## src/rtl/ice51_uart_loader.sv

```systemverilog
// ice51 serial boot loader: 8N1 UART receiver that streams bytes
// into program memory from address 0 and flags done when full.
module ice51_uart_loader #(
  parameter int CLK_PER_BIT = 104,
  parameter int MEM_SIZE    = 512,
  parameter int ADDR_W      = 9
) (
  input  logic              i_clk,
  input  logic              i_rst,
  input  logic              i_uart_rx,
  output logic              o_mem_we,
  output logic [ADDR_W-1:0] o_mem_addr,
  output logic [7:0]        o_mem_wdata,
  output logic              o_done,
  output logic              o_frame_err
);

  localparam int BW = $clog2(CLK_PER_BIT);
  localparam logic [BW-1:0] FULL = BW'(CLK_PER_BIT - 1);
  localparam logic [BW-1:0] HALF = BW'(CLK_PER_BIT / 2 - 1);
  localparam logic [ADDR_W-1:0] LAST = ADDR_W'(MEM_SIZE - 1);

  typedef enum logic [2:0] {
    IDLE, START, DATA, STOP, DONE
  } state_t;

  state_t            state, state_n;
  logic              rx_m, rx_s;
  logic [2:0]        bit_cnt, bit_n;
  logic [BW-1:0]     baud, baud_n;
  logic [7:0]        shift, shift_n;
  logic              brk, brk_n;
  logic              we_n, done_n, ferr_n;
  logic [7:0]        wdata_n;
  logic [ADDR_W-1:0] addr_n;
  logic              tick;

  assign tick = (baud == '0);

  always_ff @(posedge i_clk) begin
    if (i_rst) begin
      rx_m        <= 1'b1;
      rx_s        <= 1'b1;
      state       <= IDLE;
      bit_cnt     <= '0;
      baud        <= '0;
      shift       <= '0;
      brk         <= 1'b0;
      o_mem_we    <= 1'b0;
      o_mem_addr  <= '0;
      o_mem_wdata <= '0;
      o_done      <= 1'b0;
      o_frame_err <= 1'b0;
    end else begin
      rx_m        <= i_uart_rx;
      rx_s        <= rx_m;
      state       <= state_n;
      bit_cnt     <= bit_n;
      baud        <= baud_n;
      shift       <= shift_n;
      brk         <= brk_n;
      o_mem_we    <= we_n;
      o_mem_addr  <= addr_n;
      o_mem_wdata <= wdata_n;
      o_done      <= done_n;
      o_frame_err <= ferr_n;
    end
  end

  always_comb begin
    state_n = state;
    bit_n   = bit_cnt;
    baud_n  = baud;
    shift_n = shift;
    brk_n   = brk;
    we_n    = 1'b0;
    wdata_n = o_mem_wdata;
    done_n  = o_done;
    ferr_n  = o_frame_err;
    addr_n  = o_mem_addr;
    // address advances after the write strobe, holding at the last slot
    if (o_mem_we && !o_done)
      addr_n = o_mem_addr + ADDR_W'(1);
    unique case (state)
      IDLE: begin
        if (!rx_s) begin
          state_n = START;
          baud_n  = HALF;
        end
      end
      START: begin
        if (!tick) begin
          baud_n = baud - BW'(1);
        end else if (rx_s) begin
          state_n = IDLE;
        end else begin
          state_n = DATA;
          bit_n   = '0;
          baud_n  = FULL;
        end
      end
      DATA: begin
        if (!tick) begin
          baud_n = baud - BW'(1);
        end else begin
          shift_n[bit_cnt] = rx_s;
          baud_n = FULL;
          if (bit_cnt == 3'd7)
            state_n = STOP;
          else
            bit_n = bit_cnt + 3'd1;
        end
      end
      STOP: begin
        // after a low stop bit, wait out the break before re-arming
        if (brk) begin
          if (rx_s) begin
            brk_n   = 1'b0;
            state_n = IDLE;
          end
        end else if (!tick) begin
          baud_n = baud - BW'(1);
        end else if (rx_s) begin
          we_n    = 1'b1;
          wdata_n = shift;
          if (o_mem_addr == LAST) begin
            done_n  = 1'b1;
            state_n = DONE;
          end else begin
            state_n = IDLE;
          end
        end else begin
          ferr_n = 1'b1;
          brk_n  = 1'b1;
        end
      end
      DONE: ;
      default: state_n = IDLE;
    endcase
  end

endmodule
```

## config.mk

```make
export PLATFORM = sky130hd
export DESIGN_NAME = ice51_uart_loader
export DESIGN_NICKNAME = d
export VERILOG_FILES = /design/src/rtl/ice51_uart_loader.sv
export SDC_FILE = /design/constraint.sdc
export NUM_CORES = 1
export LEC_CHECK = 0
export CAP_MARGIN = 20
export CORE_ASPECT_RATIO = 1.4
export CORE_MARGIN = 2
export CORE_UTILIZATION = 34
export DETAILED_ROUTE_END_ITERATION = 7
export HOLD_SLACK_MARGIN = 0.02
export PLACE_DENSITY = 0.61
export RECOVER_POWER = 100
export SLEW_MARGIN = 5
export SYNTH_ARGS = -nofsm -noshare
export SYNTH_HDL_FRONTEND = slang
export SYNTH_SLANG_ARGS = --single-unit
```

## constraint.sdc

```tcl
create_clock -name i_clk -period 2.2 [get_ports i_clk]
set_input_delay 0.55 -clock i_clk [delete_from_list [all_inputs] [get_ports i_clk]]
set_output_delay 0.55 -clock i_clk [all_outputs]
set_load 0.1 [all_outputs]
```

==> impl_metrics.toml, run 1 <==
[placement]
place_ws_ns = 0.123
io_buffers = 22
dp_cells = 330
dp_hpwl_um = 3210
postPlaceCellArea_um2 = 2370
gp_congestion = 0.877

[logic_synthesis]
synth_top_family_by_area = "simple AND/OR/NAND/NOR gates"
yosysUniqueCellTypes = 48
synthCells = 240
synthMuxAreaShare = 0.0749
yosys.area_share.simple = 0.262
synth-compound-area-share = 0.138
synth.cell_area_um2 = 2140
synthFlopType = "dfxtp_1"
synth_xor_xnor_area_share = 0.0205
syn-num-nets = 248
synthAdderAreaFrac = 0.0293
ys_seq_elements = 44
synth_edf_count = 0
async_reset_ff_frac = 0
synth_area_per_cell_um2 = 8.91
yosysSeqAreaShare = 0.412
yosysWarnings = 0

[die]
rows = 34
dieArea_um2 = 6950
die_h_um = 97.8
initial_core_util = 0.347
ios = 23
coreArea_um2 = 6170
die_x_um = 71.0

[sta]
fin_crit_ns = 2.03
tns_ns = 0
slew_headroom = 0.469
finalSetupViolCount = 0
drv_slew = 0
min_period_over_period = 0.922
setup_ws_ns = 0.172
rsz0062_at_grt = "false"
tightestPinTransition_ns = 0.797
fmax_ghz = 0.493
hold_viol_final = 0
clock-skew-final_ns = 0.00769
whs_ns = 0.414

[cells_and_area]
areaGrowthSynthToFinish_pct = 14.4
antenna_cells = 0
finalInstanceArea_um2 = 2450
fin_cells = 338
final_nets = 273
drive_gt1_frac = 0.192
post-route-util = 0.397

[route]
num_vias = 1754
wirelength_um = 4450
ant_nets = 0
detail_route.vias_per_cell = 5.19
drtIter0Drc = 69
drc_errors = 0
dr.pass1.iters = 4
wl_per_cell_um = 13.2

[global_route]
grt_pass1_vias = 1707
grt_usage = 0.141
grt_max_degree = 27
grt_pass1_wl_um = 7980
overflow = 0
antenna_found_initial = 0

[worst_setup_path]
critPathLaunchType = "register"
path_class = "register to register"
end_kind = "register"
crit_fanout = 8
cp.arrival_ns = 2.26
crit_required_ns = 2.43

[cts]
cts_setup_buffers = 0
h-tree-depth = 2
cts_tree = "yes"
clk_latency_ns = 0.30
root_buffer = "clkbuf_8"
cts_inserted_buffers = 5
cts_sinks = 44
cts.clk_slew.worst_paths_ns = 0.08
clockBufferDepth = 2

[power]
internal_power_mw = 1.65
p_sw_mw = 0.977
total_power_mw = 2.63
power.share.combinational = 0.378
peakVddDrop_v = 0.000394
swShare = 0.372
power.share.clock = 0.254
cellPowerDensity_nw_per_um2 = 1070
pwr-share-seq = 0.368
leakage_nw = 0.986

[status]
status = "complete, no violations"

[job]
maxCapViolations = 0

[worst_hold_path]
hold_class = "register to register"
[state kept, by name (all words and copies together), names as in the netlist]
signal and cells:
shift 8, o_done 1, o_mem_addr 9, o_mem_we 1
o_mem_wdata 8, rx_s 1, baud 7, bit_cnt 3
o_frame_err 1, state 3, brk 1, rx_m 1
[per-layer routing]
layer	vias up	track usage	routed length, um
met5	-	0	0
met4	0	0.0755	140
met3	10	0.0320	122
met2	29	0.225	2140
met1	804	0.175	2050
li1	911	-	-
[repair_timing]
| action | in CTS | in global routing |
|---|---|---|
| endpoints found under the setup margin | 0 | 8 |
| resized for setup | 0 | 3 |
| hold buffers | 0 | 0 |
[worst max-delay path: stages, from the launching register on]
cell	delay, ns
dfxtp_1	0.39
inv_1	0.08
ha_2	0.22
nor3b_4	0.17
a21oi_1	0.25
o22ai_2	0.20
or4_1	0.52
a21oi_1	0.12
[logic make-up (layout without fill, tap and decap cells)]
logic type,count (synthesis),after routing
AO/OA/AOI/OAI,45,45
XOR/XNOR,5,5
adder cells (fa/ha/maj),5,5
buffers and inverters,21,47
flip-flops,44,44
multiplexers,16,16
AND/OR/NAND/NOR,104,104
[synthesized netlist by cell type, types with 2 or more instances]
| library cell | number | area share |
|---|---|---|
| or3_1 | 7 | 0.020 |
| buf_2 | 2 | 0.0047 |
| mux2i_1 | 16 | 0.075 |
| nor4b_1 | 2 | 0.0082 |
| buf_6 | 2 | 0.011 |
| inv_1 | 5 | 0.0088 |
| or2_2 | 2 | 0.0059 |
| nand3_1 | 8 | 0.019 |
| a21oi_2 | 2 | 0.0082 |
| nand4_1 | 7 | 0.020 |
| nand2_1 | 16 | 0.028 |
| clkbuf_1 | 7 | 0.012 |
| o21ai_0 | 6 | 0.014 |
| nor3b_1 | 6 | 0.021 |
| xor2_1 | 4 | 0.016 |
| o31ai_1 | 4 | 0.014 |
| clkbuf_8 | 4 | 0.026 |
| a211oi_1 | 3 | 0.011 |
| dfxtp_1 | 44 | 0.41 |
| a21oi_1 | 18 | 0.042 |
| o31a_1 | 2 | 0.0082 |
| nor2b_1 | 2 | 0.0059 |
| nand3b_1 | 2 | 0.0070 |
| o21bai_1 | 2 | 0.0070 |
| nor2_1 | 32 | 0.056 |
| nor3_1 | 9 | 0.021 |
| ha_1 | 5 | 0.029 |
[power groups by stage]
stage	combinational, mW	sequential (mW)	clock (mW)
6_report	0.993	0.966	0.667
5_1_grt	1.11	0.982	0.712
4_1_cts	0.962	0.960	0.684
3_5_place_dp	0.958	0.977	0
3_3_place_gp	0.953	0.976	0
2_1_floorplan	0.799	0.958	0
[cell type report]
type,instances,area (um2)
Tap cell,72,90.1
Inverter,6,22.5
Fill cell,608,3720
Clock buffer,6,82.6
Clock inverter,2,38.8
Timing Repair Buffer,33,195
Multi-Input combinational cell,175,1140
Sequential cell,44,881
[path summary, 6_finish.rpt]
path                                 to  slack [ns]  cells past startpoint  startpoint
worst max-delay path            baud[3]        0.17                      7     baud[0]
worst max register to register  baud[3]        0.17                      7     baud[0]
worst min register to register     rx_s        0.41                      1        rx_m
worst min-delay path               rx_s        0.41                      1        rx_m
[cell usage in the layout (no fill, tap or decap), types with 3 or more instances in the layout]
cell type and count:
a211oi_1 3, nand2_1 16, mux2i_1 16, nor3_1 9, a21oi_1 18, nor3b_1 6
xor2_1 4, nand3_1 8, ha_1 4, o21ai_0 6, inv_1 5, buf_4 9
or3_1 7, nor2_1 32, o31ai_1 4, dfxtp_1 44, nand4_1 7, clkbuf_2 20
clkbuf_8 6
Note: power is estimated with default switching activity, not from simulation.
==> run 2, diff against run 1 <==
- CORE_UTILIZATION: 34 -> 54
- PLACE_DENSITY: 0.61 -> 0.85
==> impl_metrics.toml, run 2 (synthesis results as in run 1) <==
[global_route]
antenna_found_initial = 0
overflow = 0
grt_usage = 0.203
grt_max_degree = 34
grt_pass1_vias = 1685
grt_pass1_wl_um = 7250

[die]
coreArea_um2 = 3850
dieArea_um2 = 4490
die_h_um = 78.5
die_x_um = 57.2
initial_core_util = 0.555
rows = 27
ios = 23

[cells_and_area]
largest-register = "o_mem_addr"
fin_cells = 306
final_cell_mix = "dfxtp_1, nor2_1, clkbuf_2, a21oi_1"
antenna_cells = 0
final_common_cell = "dfxtp_1"
final_nets = 270
reg.largest.list = "o_mem_addr: 9 flops, o_mem_wdata: 8 flops, shift: 8 flops"
largest_reg_flops = 9
multi_input_area_um2 = 1130
finalInstanceArea_um2 = 2360
areaGrowthSynthToFinish_pct = 10.5
fillers = 357
seq_area_um2 = 881
drive_gt1_frac = 0.167

[route]
wl_per_cell_um = 13.8
wirelength_um = 4220
dr.pass1.iters = 4
drtIter0Drc = 53
ant_nets = 0
drc_errors = 0
detail_route.vias_per_cell = 5.97
num_vias = 1827

[worst_setup_path]
crit_chain = "inv_1 -> ha_1 -> or3b_1 -> nor3_1 -> nor3_1 -> o31ai_1 -> a21oi_1"
rr_endpoint = "baud[3]"
cp.arrival_ns = 2.24
cp_common_cell = "nor3_1"
critical_path.startpoint = "baud[0]"
end_kind = "register"
critPathLaunchType = "register"
max_stage_delay_ns = 0.49
crit_path_top_delay_cell = "or3b_1"
crit_fanout = 5
r2r_setup_slack_ns = 0.14
reg2reg_depth = 7
crit_required_ns = 2.38
timing.rr.start = "baud[0]"
path_class = "register to register"

[worst_hold_path]
hold_depth = 1
hold_class = "register to register"
holdCritStartpoint = "rx_m"
hold_end = "rx_s"

[placement]
io_buffers = 22
dp_hpwl_um = 2970
postPlaceCellArea_um2 = 2310
gp_congestion = 0.886
dp_cells = 298

[cts]
clk_latency_ns = 0.30
cts_inserted_buffers = 5
clockBufferDepth = 2
h-tree-depth = 2
cts.clk_slew.worst_paths_ns = 0.08
cts_setup_buffers = 0
holdBufCountCts = 0
root_buffer = "clkbuf_8"
cts_tree = "yes"
cts_sinks = 44

[power]
cellPowerDensity_nw_per_um2 = 1060
peakVddDrop_v = 0.000702
leakage_nw = 0.959

[sta]
finalSetupViolCount = 0
tightestPinTransition_ns = 0.575
drv_slew = 0
fmax_ghz = 0.484
min_period_over_period = 0.939
tns_ns = 0
rsz0062_at_grt = "false"
fin_crit_ns = 2.06
clock-skew-final_ns = 0.00582
hold_viol_final = 0
slew_headroom = 0.616

[job]
maxCapViolations = 0

[status]
status = "complete, no violations"
[run 2: report_power, final]
| group | total [mW] | switching (mW) | internal, mW |
|---|---|---|---|
| Clock | 0.602 | 0.267 | 0.336 |
| Combinational | 0.923 | 0.560 | 0.363 |
| Sequential | 0.984 | 0.117 | 0.867 |
[run 2: how the worst max path moves through the flow]
| stage | endpoint | slack [ns] | cells past startpoint |
|---|---|---|---|
| after floorplan | o_mem_addr[5] | 0.05 | 5 |
| after global placement | baud[3] | 0.20 | 7 |
| after detailed placement | baud[3] | 0.11 | 7 |
| after CTS | baud[3] | 0.1 | 7 |
| after global routing | o_mem_wdata[5] | 0.008 | 8 |
| final | baud[3] | 0.14 | 7 |
[run 2: critical path, delay by kind of cell, from the launching register on]
family / cells / cell delay (ns)
adder cells (fa/ha/maj): 1 / 0.22
flip-flops: 1 / 0.35
AO/OA/AOI/OAI: 2 / 0.32
buffers and inverters: 1 / 0.09
AND/OR/NAND/NOR: 3 / 0.96
[run 2: final cells by class]
cell class              count  area share
repair buffers             30      0.0704
well taps                  43      0.0228
inverters                   6     0.00953
clock inverters             3      0.0180
multi-input cells         175       0.477
flip-flops and latches     44       0.373
clock buffers               5      0.0291
[run 2: metal layers]
metal	wire length, um	up-vias	global-route usage	part of all wire
met5	0	-	0	0
met4	59	0	0.0884	0.014
met3	154	5	0.0494	0.036
met2	2190	40	0.339	0.52
met1	1820	882	0.244	0.43
li1	-	900	-	-
[run 2: repair_timing]
action                                  4_1_cts  5_1_grt
resized for setup                             0        2
endpoints found under the hold margin         0        0
endpoints found under the setup margin        0        5
[run 2: stage by stage]
stage / total power [mW] / hold slack (ns) / utilization / setup WS, ns
after CTS: 2.52 / 0.424 / 0.628 / 0.0997
after floorplan: 1.76 / 0.389 / - / 0.0524
after global placement: 1.90 / 0.399 / 0.599 / 0.201
after global routing: 2.67 / 0.444 / 0.613 / 0.00803
final: 2.51 / 0.419 / 0.613 / 0.135
after detailed placement: 1.91 / 0.404 / 0.599 / 0.113
==> run 3, diff against run 2 <==
- PLACE_DENSITY: 0.85 -> 0.77
==> impl_metrics.toml, run 3 (synthesis results as in run 1) <==
[cts]
h-tree-depth = 2
clockBufferDepth = 2
clk_latency_ns = 0.30
cts_setup_buffers = 0
holdBufCountCts = 0
root_buffer = "clkbuf_8"
cts.clk_slew.worst_paths_ns = 0.08
cts_tree = "yes"
cts_sinks = 44
cts_inserted_buffers = 5

[route]
wirelength_um = 4290
dr.pass1.iters = 4
met1_length_um = 1890
num_vias = 1770
route.met3.wl_um = 126
drc_errors = 0
route.met2.wl_um = 2200
drtIter0Drc = 70
ant_nets = 0
routed.top_layer = "met4"
wl_per_cell_um = 13.9
detail_route.vias_per_cell = 5.75

[sta]
fmax_ghz = 0.493
clock-skew-final_ns = 0.00505
rsz0062_at_grt = "false"
whs_ns = 0.419
min_period_over_period = 0.921
tightestPinTransition_ns = 0.586
tns_ns = 0
fin_crit_ns = 2.03
hold_viol_final = 0
finalSetupViolCount = 0
slew_headroom = 0.609
drv_slew = 0

[worst_hold_path]
hold_class = "register to register"
holdCritStartpoint = "rx_m"

[worst_setup_path]
critPathLaunchType = "register"
crit_required_ns = 2.42
path_class = "register to register"
critical_path.startpoint = "baud[0]"
cp.arrival_ns = 2.25
cpLargestDelayFamily = "simple AND/OR/NAND/NOR gates"
crit_fanout = 5
end_kind = "register"
crit_chain = "inv_1 -> ha_2 -> nor3b_4 -> nand2_1 -> or3_1 -> or3_1 -> a21oi_1"
path_buf_inv = 1
timing.rr.start = "baud[0]"
cp_common_cell = "or3_1"
max_stage_delay_ns = 0.42
crit_path_top_delay_cell = "or3_1"

[cells_and_area]
multi_input_area_um2 = 1130
final_nets = 272
finalInstanceArea_um2 = 2430
seq_area_um2 = 881
largest-register = "o_mem_addr"
fillers = 341
reg.largest.list = "o_mem_addr: 9 flops, o_mem_wdata: 8 flops, shift: 8 flops"
final_common_cell = "dfxtp_1"
drive_gt1_frac = 0.185
antenna_cells = 0
areaGrowthSynthToFinish_pct = 13.6
final_cell_mix = "dfxtp_1, nor2_1, clkbuf_2, a21oi_1"
largest_reg_flops = 9

[global_route]
grt_max_degree = 32
grt_usage = 0.206
grt_pass1_vias = 1710
overflow = 0
grt_pass1_wl_um = 7350
antenna_found_initial = 0

[placement]
postPlaceCellArea_um2 = 2320
io_buffers = 22
gp_congestion = 0.942
dp_hpwl_um = 3070

[die]
initial_core_util = 0.555
dieArea_um2 = 4490
die_x_um = 57.2
ios = 23
coreArea_um2 = 3850
rows = 27
die_h_um = 78.5

[job]
maxCapViolations = 0

[power]
cellPowerDensity_nw_per_um2 = 1140
leakage_nw = 0.996
peakVddDrop_v = 0.000839

[status]
status = "complete, no violations"
## run 3: final cells by class
class                   count  share of cell area
clock buffers               5              0.0283
multi-input cells         175               0.465
well taps                  43              0.0222
clock inverters             3              0.0371
flip-flops and latches     44               0.363
inverters                   6             0.00927
repair buffers             32              0.0752
## run 3: metal layers
metal	vias up	global-route usage
li1	903	-
met1	837	0.236
met2	24	0.355
met3	6	0.0445
met4	0	0.100
met5	-	0
## run 3: worst paths after layout
| check | cells after the start | end | slack (ns) |
|---|---|---|---|
| hold reg to reg | 1 | rx_s | 0.42 |
| setup / recovery | 7 | bit_cnt[0] | 0.17 |
| hold / removal | 1 | rx_s | 0.42 |
| setup reg to reg | 7 | bit_cnt[0] | 0.17 |
## run 3: what timing repair did
item | CTS | global route
setup endpoints to repair | 0 | 6
hold endpoints to repair | 0 | 0
resized for setup | 0 | 3
## run 3: stage by stage
stage	instances	util	power (mW)	worst slack [ns]
after floorplan	240	-	1.76	0.0524
after global placement	300	0.603	1.93	0.171
after detailed placement	300	0.603	1.94	0.112
after CTS	308	0.645	2.77	0.0857
after global routing	308	0.631	2.92	0.0137
final	308	0.631	2.77	0.174
## run 3: report_power, final
group | internal (mW) | switching [mW]
Clock | 0.568 | 0.273
Combinational | 0.388 | 0.568
Sequential | 0.867 | 0.108
Total | 1.82 | 0.948
## run 3: worst reg2reg max path, delay by kind of cell (launching register included)
kind | cells | cell delay (ns)
simple gates | 4 | 1.17
flops | 1 | 0.35
fa+ha+maj | 1 | 0.22
compound gates | 1 | 0.14
buf+inv | 1 | 0.09
